File: config.mk
export PLATFORM = sky130hd
export DESIGN_NAME = picorv32_mem_req_ctrl_flat
export DESIGN_NICKNAME = d
export VERILOG_FILES = /design/src/rtl/picorv32_mem_req_ctrl_pkg.sv /design/src/rtl/picorv32_mem_req_ctrl_if.sv /design/src/rtl/picorv32_mem_req_ctrl_prefetch_buf.sv /design/src/rtl/picorv32_mem_req_ctrl.sv /design/src/flat_wrapper.sv
export SDC_FILE = /design/constraint.sdc
export NUM_CORES = 1
export LEC_CHECK = 0
export BUFFER_PORTS_ARGS = -buffer_cell sky130_fd_sc_hd__buf_2
export CAP_MARGIN = 20
export CORE_ASPECT_RATIO = 0.75
export CORE_UTILIZATION = 55
export DETAILED_ROUTE_END_ITERATION = 10
export HOLD_SLACK_MARGIN = 0.02
export PLACE_DENSITY_LB_ADDON = 0.1
export SYNTH_ARGS = -nofsm -noshare
export SYNTH_HDL_FRONTEND = slang
export SYNTH_SLANG_ARGS = --single-unit
File: constraint.sdc
create_clock -name clk -period 4.2 [get_ports clk]
set_input_delay 0.84 -clock clk [delete_from_list [all_inputs] [get_ports clk]]
set_output_delay 0.84 -clock clk [all_outputs]
set_load 0.1 [all_outputs]
File: src/rtl/picorv32_mem_req_ctrl_pkg.sv
// Shared types and widths for the PicoRV32 memory request controller slice.
package picorv32_mem_pkg;

    localparam int WORD_W = 32;
    localparam int STRB_W = 4;
    localparam int TAG_W  = WORD_W - 2;

    typedef enum logic [1:0] {
        IDLE = 2'd0,
        BUS  = 2'd1,
        HIT  = 2'd2
    } mem_ctrl_state_t;

endpackage

File: src/rtl/picorv32_mem_req_ctrl_if.sv
// Native PicoRV32 memory bus: request from the controller, response from memory.
interface picorv32_mem_req_ctrl_if;
    import picorv32_mem_pkg::*;

    logic              mem_valid;
    logic              mem_instr;
    logic [WORD_W-1:0] mem_addr;
    logic [WORD_W-1:0] mem_wdata;
    logic [STRB_W-1:0] mem_wstrb;
    logic              mem_ready;
    logic [WORD_W-1:0] mem_rdata;

    modport master (
        output mem_valid, mem_instr, mem_addr, mem_wdata, mem_wstrb,
        input  mem_ready, mem_rdata
    );

    modport slave (
        input  mem_valid, mem_instr, mem_addr, mem_wdata, mem_wstrb,
        output mem_ready, mem_rdata
    );

endinterface

File: src/rtl/picorv32_mem_req_ctrl_prefetch_buf.sv
// One-word instruction buffer: tag, data and valid bit with a combinational hit.
module picorv32_prefetch_buf
    import picorv32_mem_pkg::*;
(
    input  logic              clk,
    input  logic              resetn,
    input  logic [TAG_W-1:0]  lookup_tag,
    output logic              hit,
    output logic [WORD_W-1:0] data,
    input  logic              fill,
    input  logic [TAG_W-1:0]  fill_tag,
    input  logic [WORD_W-1:0] fill_data,
    input  logic              invalidate,
    input  logic              flush
);

    logic             valid;
    logic [TAG_W-1:0] tag;

    // Invalidate and flush take priority over a fill in the same cycle.
    always_ff @(posedge clk or negedge resetn) begin
        if (!resetn) begin
            valid <= 1'b0;
            tag   <= '0;
            data  <= '0;
        end else begin
            if (fill) begin
                tag  <= fill_tag;
                data <= fill_data;
            end
            if (invalidate || flush)
                valid <= 1'b0;
            else if (fill)
                valid <= 1'b1;
        end
    end

    assign hit = valid && (tag == lookup_tag);

endmodule

File: src/rtl/picorv32_mem_req_ctrl.sv
// PicoRV32 memory request controller; PICORV32_MEM_TIMEOUT_EN enables the bus abort timer.
module picorv32_mem_req_ctrl
    import picorv32_mem_pkg::*;
#(
    parameter int TIMEOUT = 256
) (
    input  logic                          clk,
    input  logic                          resetn,
    input  logic                          req_valid,
    output logic                          req_ready,
    input  logic [WORD_W-1:0]             req_addr,
    input  logic [WORD_W-1:0]             req_wdata,
    input  logic [STRB_W-1:0]             req_wstrb,
    input  logic                          req_instr,
    input  logic                          buf_flush,
    picorv32_mem_req_ctrl_if.master       mem_bus,
    output logic                          mem_do_rinst,
    output logic                          mem_la_use_prefetched_high_word,
    output logic                          mem_xfer,
    output logic [WORD_W-1:0]             rsp_rdata,
    output logic                          mem_timeout
);

    mem_ctrl_state_t   state, state_nxt;
    logic [TAG_W-1:0]  lat_tag;
    logic [WORD_W-1:0] lat_wdata;
    logic [STRB_W-1:0] lat_wstrb;
    logic              lat_instr;
    logic              in_bus, in_hit, accept, take_hit, bus_done, timeout_fire;
    logic              buf_hit, buf_fill, buf_inval;
    logic [WORD_W-1:0] buf_data;
    logic              unused_addr_lsb;

    assign unused_addr_lsb = ^req_addr[1:0];

    assign in_bus    = (state == BUS);
    assign in_hit    = (state == HIT);
    // Held low during reset so the core never sees an acceptance while resetn is low.
    assign req_ready = resetn && (state == IDLE);
    assign accept    = req_valid && req_ready;
    assign take_hit  = req_instr && (req_wstrb == '0) && buf_hit;
    assign bus_done  = in_bus && mem_bus.mem_ready;
    assign buf_fill  = bus_done && lat_instr && (lat_wstrb == '0);
    assign buf_inval = (bus_done && (lat_wstrb != '0)) || timeout_fire;

    always_comb begin
        state_nxt = state;
        case (state)
            IDLE:    if (accept) state_nxt = take_hit ? HIT : BUS;
            BUS:     if (bus_done || timeout_fire) state_nxt = IDLE;
            HIT:     state_nxt = IDLE;
            default: state_nxt = IDLE;
        endcase
    end

    always_ff @(posedge clk or negedge resetn) begin
        if (!resetn) begin
            state     <= IDLE;
            lat_tag   <= '0;
            lat_wdata <= '0;
            lat_wstrb <= '0;
            lat_instr <= 1'b0;
        end else begin
            state <= state_nxt;
            if (accept) begin
                lat_tag   <= req_addr[WORD_W-1:2];
                lat_wdata <= req_wdata;
                lat_wstrb <= req_wstrb;
                lat_instr <= req_instr;
            end
        end
    end

`ifdef PICORV32_MEM_TIMEOUT_EN
    localparam int               CNT_W    = $clog2(TIMEOUT) + 1;
    localparam logic [CNT_W-1:0] CNT_LAST = CNT_W'(TIMEOUT - 1);

    logic [CNT_W-1:0] wait_cnt;
    logic             timeout_q;

    // Count only BUS cycles that end without mem_ready; cleared whenever not on the bus.
    always_ff @(posedge clk or negedge resetn) begin
        if (!resetn) begin
            wait_cnt  <= '0;
            timeout_q <= 1'b0;
        end else begin
            timeout_q <= timeout_fire;
            if (!in_bus)
                wait_cnt <= '0;
            else if (!mem_bus.mem_ready)
                wait_cnt <= wait_cnt + CNT_W'(1);
        end
    end

    assign timeout_fire = in_bus && !mem_bus.mem_ready && (wait_cnt == CNT_LAST);
    assign mem_timeout  = timeout_q;
`else
    localparam int unused_timeout = TIMEOUT;
    assign timeout_fire = 1'b0;
    assign mem_timeout  = 1'b0;
`endif

    picorv32_prefetch_buf u_prefetch_buf (
        .clk        (clk),
        .resetn     (resetn),
        .lookup_tag (req_addr[WORD_W-1:2]),
        .hit        (buf_hit),
        .data       (buf_data),
        .fill       (buf_fill),
        .fill_tag   (lat_tag),
        .fill_data  (mem_bus.mem_rdata),
        .invalidate (buf_inval),
        .flush      (buf_flush)
    );

    assign mem_bus.mem_valid = in_bus;
    assign mem_bus.mem_instr = in_bus && lat_instr;
    assign mem_bus.mem_addr  = in_bus ? {lat_tag, 2'b00} : '0;
    assign mem_bus.mem_wdata = in_bus ? lat_wdata : '0;
    assign mem_bus.mem_wstrb = in_bus ? lat_wstrb : '0;

    assign mem_do_rinst                    = in_hit || (in_bus && lat_instr);
    assign mem_la_use_prefetched_high_word = in_hit;
    assign mem_xfer  = (mem_bus.mem_valid && mem_bus.mem_ready) ||
                       (mem_la_use_prefetched_high_word && mem_do_rinst);
    assign rsp_rdata = in_hit ? buf_data : (in_bus ? mem_bus.mem_rdata : '0);

endmodule

File: src/flat_wrapper.sv
// flat-port wrapper written by rule: the top's interface ports become plain ports
module picorv32_mem_req_ctrl_flat import picorv32_mem_pkg::*;
#(
    parameter int TIMEOUT = 256
)
  (clk, resetn, req_valid, req_ready, req_addr, req_wdata, req_wstrb, req_instr, buf_flush, mem_do_rinst, mem_la_use_prefetched_high_word, mem_xfer, rsp_rdata, mem_timeout, mem_bus_mem_valid, mem_bus_mem_instr, mem_bus_mem_addr, mem_bus_mem_wdata, mem_bus_mem_wstrb, mem_bus_mem_ready, mem_bus_mem_rdata);
  picorv32_mem_req_ctrl_if mem_bus_i ();
  input  logic clk;
  input  logic resetn;
  input  logic req_valid;
  output logic req_ready;
  input  logic [WORD_W-1:0] req_addr;
  input  logic [WORD_W-1:0] req_wdata;
  input  logic [STRB_W-1:0] req_wstrb;
  input  logic req_instr;
  input  logic buf_flush;
  output logic mem_do_rinst;
  output logic mem_la_use_prefetched_high_word;
  output logic mem_xfer;
  output logic [WORD_W-1:0] rsp_rdata;
  output logic mem_timeout;
  output wire logic [$bits(mem_bus_i.mem_valid)-1:0] mem_bus_mem_valid;
  output wire logic [$bits(mem_bus_i.mem_instr)-1:0] mem_bus_mem_instr;
  output wire logic [$bits(mem_bus_i.mem_addr)-1:0] mem_bus_mem_addr;
  output wire logic [$bits(mem_bus_i.mem_wdata)-1:0] mem_bus_mem_wdata;
  output wire logic [$bits(mem_bus_i.mem_wstrb)-1:0] mem_bus_mem_wstrb;
  input wire logic [$bits(mem_bus_i.mem_ready)-1:0] mem_bus_mem_ready;
  input wire logic [$bits(mem_bus_i.mem_rdata)-1:0] mem_bus_mem_rdata;
  assign mem_bus_mem_valid = mem_bus_i.mem_valid;
  assign mem_bus_mem_instr = mem_bus_i.mem_instr;
  assign mem_bus_mem_addr = mem_bus_i.mem_addr;
  assign mem_bus_mem_wdata = mem_bus_i.mem_wdata;
  assign mem_bus_mem_wstrb = mem_bus_i.mem_wstrb;
  assign mem_bus_i.mem_ready = mem_bus_mem_ready;
  assign mem_bus_i.mem_rdata = mem_bus_mem_rdata;
  picorv32_mem_req_ctrl #(.TIMEOUT(TIMEOUT)) u_core (.clk(clk), .resetn(resetn), .req_valid(req_valid), .req_ready(req_ready), .req_addr(req_addr), .req_wdata(req_wdata), .req_wstrb(req_wstrb), .req_instr(req_instr), .buf_flush(buf_flush), .mem_bus(mem_bus_i), .mem_do_rinst(mem_do_rinst), .mem_la_use_prefetched_high_word(mem_la_use_prefetched_high_word), .mem_xfer(mem_xfer), .rsp_rdata(rsp_rdata), .mem_timeout(mem_timeout));
endmodule
==> reports/qor.log <==
INFO  floorplanning  die_height=95.06um
INFO  routing        drc=0
INFO  grt            grt_max_degree=76
INFO  grt            grt_pass1_vias=4288
INFO  clock_network  postCtsHoldBufs=0
INFO  worst_hold_path hold_path_class=primary input to asynchronous set/reset pin
INFO  floorplanning  core-area=0.01107mm^2
INFO  clock_network  post-cts-setup-buffers=0
INFO  cells_and_area mostFrequentLayoutCells=sky130_fd_sc_hd__buf_2, sky130_fd_sc_hd__dfrtp_1, sky130_fd_sc_hd__mux2_2, sky130_fd_sc_hd__and2_1, sky130_fd_sc_hd__mux2_4
INFO  clock_network  worstSkewPairLatency=0.41ns
INFO  cells_and_area syn_to_final_growth=26.30%
INFO  pwr            pwr-share-clk=29.4%
INFO  clock_network  cts_tree=yes
INFO  pwr            power-per-cell-area=619.0mW/mm^2
INFO  floorplanning  initial_core_util=57.39%
INFO  clock_network  cts_repair_resize_count=0
INFO  pwr            report.power.total=4.966mW
INFO  placed_design  routabilityCongestion=0.7489
INFO  timing         hold_viol_final=0
INFO  synth          syn_area_per_cell=14.11um^2
INFO  timing         timing.slew.headroom=37.61%
INFO  synth          yosys.cell_types.count=28
INFO  timing         drv_slew=0
INFO  setup_path     worst_setup_path_start_kind=flip-flop
INFO  setup_path     maximum_fanout_along_the_worst_path=27
INFO  clock_network  cts.htree.levels=4
INFO  floorplanning  dieArea=0.01199mm^2
INFO  timing         finalWorstPathRequiredPeriod=3.121ns
INFO  timing         setup-violations-final=0
INFO  grt            initial_antenna_violation_count=2
INFO  timing         setup_total_negative_slack=0ns
INFO  grt            groute.usage.overall=24.66%
INFO  pwr            seqPwrFrac=36.7%
INFO  cells_and_area layout.cells.most_common=sky130_fd_sc_hd__buf_2
INFO  timing         grt_setup_unrepaired=false
INFO  timing         max_slew.worst_pin.slew=0.9358ns
INFO  clock_network  clock_sinks=132
INFO  grt            globalRouteOverflowTotal=0
INFO  synth          netlist.area_leader.share=52.01%
INFO  routing        num_vias=4232
INFO  setup_path     critical_path_required_time=3.36ns
INFO  cells_and_area layout-drive-gt1-share=56.74%
INFO  routing        vias_per_cell=5.231
INFO  cells_and_area postLayoutCoreUtil=72.49%
INFO  synth          synth_seq_cells=132
INFO  synth          ys_seq_area_share=52.01%
INFO  placed_design  place_hpwl=9361um
INFO  cells_and_area fill_cells=788
INFO  routing        drt.antenna.violating_nets=0
INFO  pwr            power_leakage=4.218nW
INFO  pwr            worst_ir_drop_vdd=0.3528mV
INFO  synth          synthesis.instances=450
INFO  placed_design  dpl_cell_area=0.007433mm^2
INFO  cells_and_area design_area=0.008021mm^2
INFO  grt            grt_pass1_wl=22430um
INFO  setup_path     critPathCaptureType=output pin
INFO  clock_network  cts-root-to-sink-buffers=2
INFO  floorplanning  boundaryPins=213
INFO  routing        first_iter_violations=166
INFO  pwr            cell_internal_pwr=3.141mW
INFO  pwr            power_switching=1.824mW
INFO  clock_network  cts_root_buffer=sky130_fd_sc_hd__clkbuf_16
INFO  synth          post_synth_main_area_contributors=sky130_fd_sc_hd__dfrtp_1, sky130_fd_sc_hd__mux2_4, sky130_fd_sc_hd__mux2_2
INFO  timing         worst_clock_skew=0.01146ns
INFO  placed_design  io_buffers=207
INFO  flow_run       drv_cap=0
INFO  synth          synth_area_leader_cell=sky130_fd_sc_hd__dfrtp_1
INFO  timing         timing.final.crit_share=74.30%
INFO  synth          synth-warning-count=0
INFO  clock_network  numCtsBuffers=17
INFO  run_status     run_status=finished clean
INFO  setup_path     cp.arrival=2.28ns
INFO  pwr            sw_frac_of_total=36.74%
INFO  routing        route.final.wire_length=13860um
INFO  routing        drtPass1Iterations=4
INFO  cells_and_area nets=761
INFO  timing         fmax=0.3205GHz
INFO  setup_path     timing.setup.critical_path_class=flip-flop to output pin
INFO  clock_network  clk_transition_reported_paths=0.06ns
INFO  routing        routed_wire_length_per_instance=17.13um
INFO  synth          area_of_the_mapped_netlist=0.006351mm^2
INFO  floorplanning  die_width=126.1um
INFO  floorplanning  floorplan.rows=33
INFO  pwr            power_frac_comb=33.9%
power by group through the flow:
stage / Combinational [mW] / Sequential (mW) / Clock (mW)
6_report: 1.68 / 1.82 / 1.46
5_1_grt: 1.77 / 1.86 / 1.55
3_5_place_dp: 1.68 / 1.83 / 0
3_3_place_gp: 1.66 / 1.81 / 0
4_1_cts: 1.70 / 1.82 / 1.49
2_1_floorplan: 1.42 / 1.77 / 0
cell families (layout without fill, tap and decap cells):
logic type / after synthesis / after routing / synth area share [%]
flops: 132 / 132 / 52.01
other cells: 1 / 4 / 0.05904
buf+inv: 32 / 248 / 3.310
simple gates: 92 / 92 / 9.437
compound gates: 34 / 34 / 4.630
mux: 129 / 129 / 26.42
xor+xnor: 30 / 30 / 4.137
flip-flops by register name, summed over array words and instances (netlist names):
| signal | flops |
|---|---|
| u_core.lat_tag | 30 |
| u_core.u_prefetch_buf.valid | 1 |
| u_core.lat_wdata | 32 |
| u_core.u_prefetch_buf.data | 32 |
| u_core.lat_wstrb | 4 |
| u_core.state | 2 |
| u_core.u_prefetch_buf.tag | 30 |
| u_core.lat_instr | 1 |
layer usage:
layer / wire length (um) / vias to the layer above / global-route usage, %
met4: 122 / 2 / 6.426
li1: - / 1984 / -
met2: 6760 / 125 / 40.38
met5: 10 / - / 0
met3: 780 / 13 / 8.137
met1: 6185 / 2108 / 31.88
final timing paths:
path	from	end	slack, ns	cells after the start
worst min-delay path	resetn	u_core.lat_wdata[22]$_DFFE_PN0P_	0.39	1
worst max-delay path	u_core.state[1]$_DFFE_PN0P_	rsp_rdata[16]	1.08	4
worst min register to register	u_core.lat_wdata[7]$_DFFE_PN0P_	u_core.lat_wdata[7]$_DFFE_PN0P_	0.49	1
max in group asynchronous	resetn	u_core.lat_tag[26]$_DFFE_PN0P_	2.49	2
worst max register to register	u_core.state[1]$_DFFE_PN0P_	u_core.u_prefetch_buf.tag[20]$_DFFE_PN0P_	1.48	5
min in group clk	u_core.lat_wdata[7]$_DFFE_PN0P_	u_core.lat_wdata[7]$_DFFE_PN0P_	0.49	1
synthesized netlist by cell type:
cell	count
sky130_fd_sc_hd__a21oi_1	1
sky130_fd_sc_hd__a22o_1	33
sky130_fd_sc_hd__and2_1	67
sky130_fd_sc_hd__and2_4	1
sky130_fd_sc_hd__and2b_1	1
sky130_fd_sc_hd__buf_2	6
sky130_fd_sc_hd__buf_4	4
sky130_fd_sc_hd__buf_6	9
sky130_fd_sc_hd__clkbuf_1	12
sky130_fd_sc_hd__conb_1	1
sky130_fd_sc_hd__dfrtp_1	132
sky130_fd_sc_hd__inv_1	1
sky130_fd_sc_hd__mux2_2	69
sky130_fd_sc_hd__mux2_4	60
sky130_fd_sc_hd__nand2_1	2
sky130_fd_sc_hd__nand2b_1	1
sky130_fd_sc_hd__nand3_1	1
sky130_fd_sc_hd__nand3_4	1
sky130_fd_sc_hd__nand4_1	6
sky130_fd_sc_hd__nor2_1	2
sky130_fd_sc_hd__nor2b_1	1
sky130_fd_sc_hd__nor3_1	1
sky130_fd_sc_hd__nor3b_2	1
sky130_fd_sc_hd__nor4_1	5
sky130_fd_sc_hd__nor4_4	1
sky130_fd_sc_hd__or2_2	1
sky130_fd_sc_hd__xnor2_1	20
sky130_fd_sc_hd__xor2_1	10
layout make-up:
cell class	instances	area [um^2]	area share [%]
sequential	132	3303	41.18
multi-input combinational	288	2849	35.52
timing repair buffer	215	1102	13.74
clock buffer	22	454.2	5.662
tap	140	175.2	2.184
clock inverter	10	131.4	1.638
inverter	1	3.754	0.04679
antenna	1	2.502	0.03120
metrics by stage:
step	instances	setup slack, ns	hold slack, ns
after floorplan	452	0.6596	0.4720
after global placement	776	1.270	0.4803
after detailed placement	776	1.249	0.4869
after CTS	808	1.036	0.3954
after global routing	808	0.9190	0.4131
final	809	1.079	0.3882
critical path, cell delays in order, from the launching register on:
cell	delay (ns)
sky130_fd_sc_hd__dfrtp_1	0.38
sky130_fd_sc_hd__and2b_2	0.48
sky130_fd_sc_hd__buf_4	0.36
sky130_fd_sc_hd__a22o_1	0.21
sky130_fd_sc_hd__buf_2	0.43
Power figures use the tool's default switching activity.
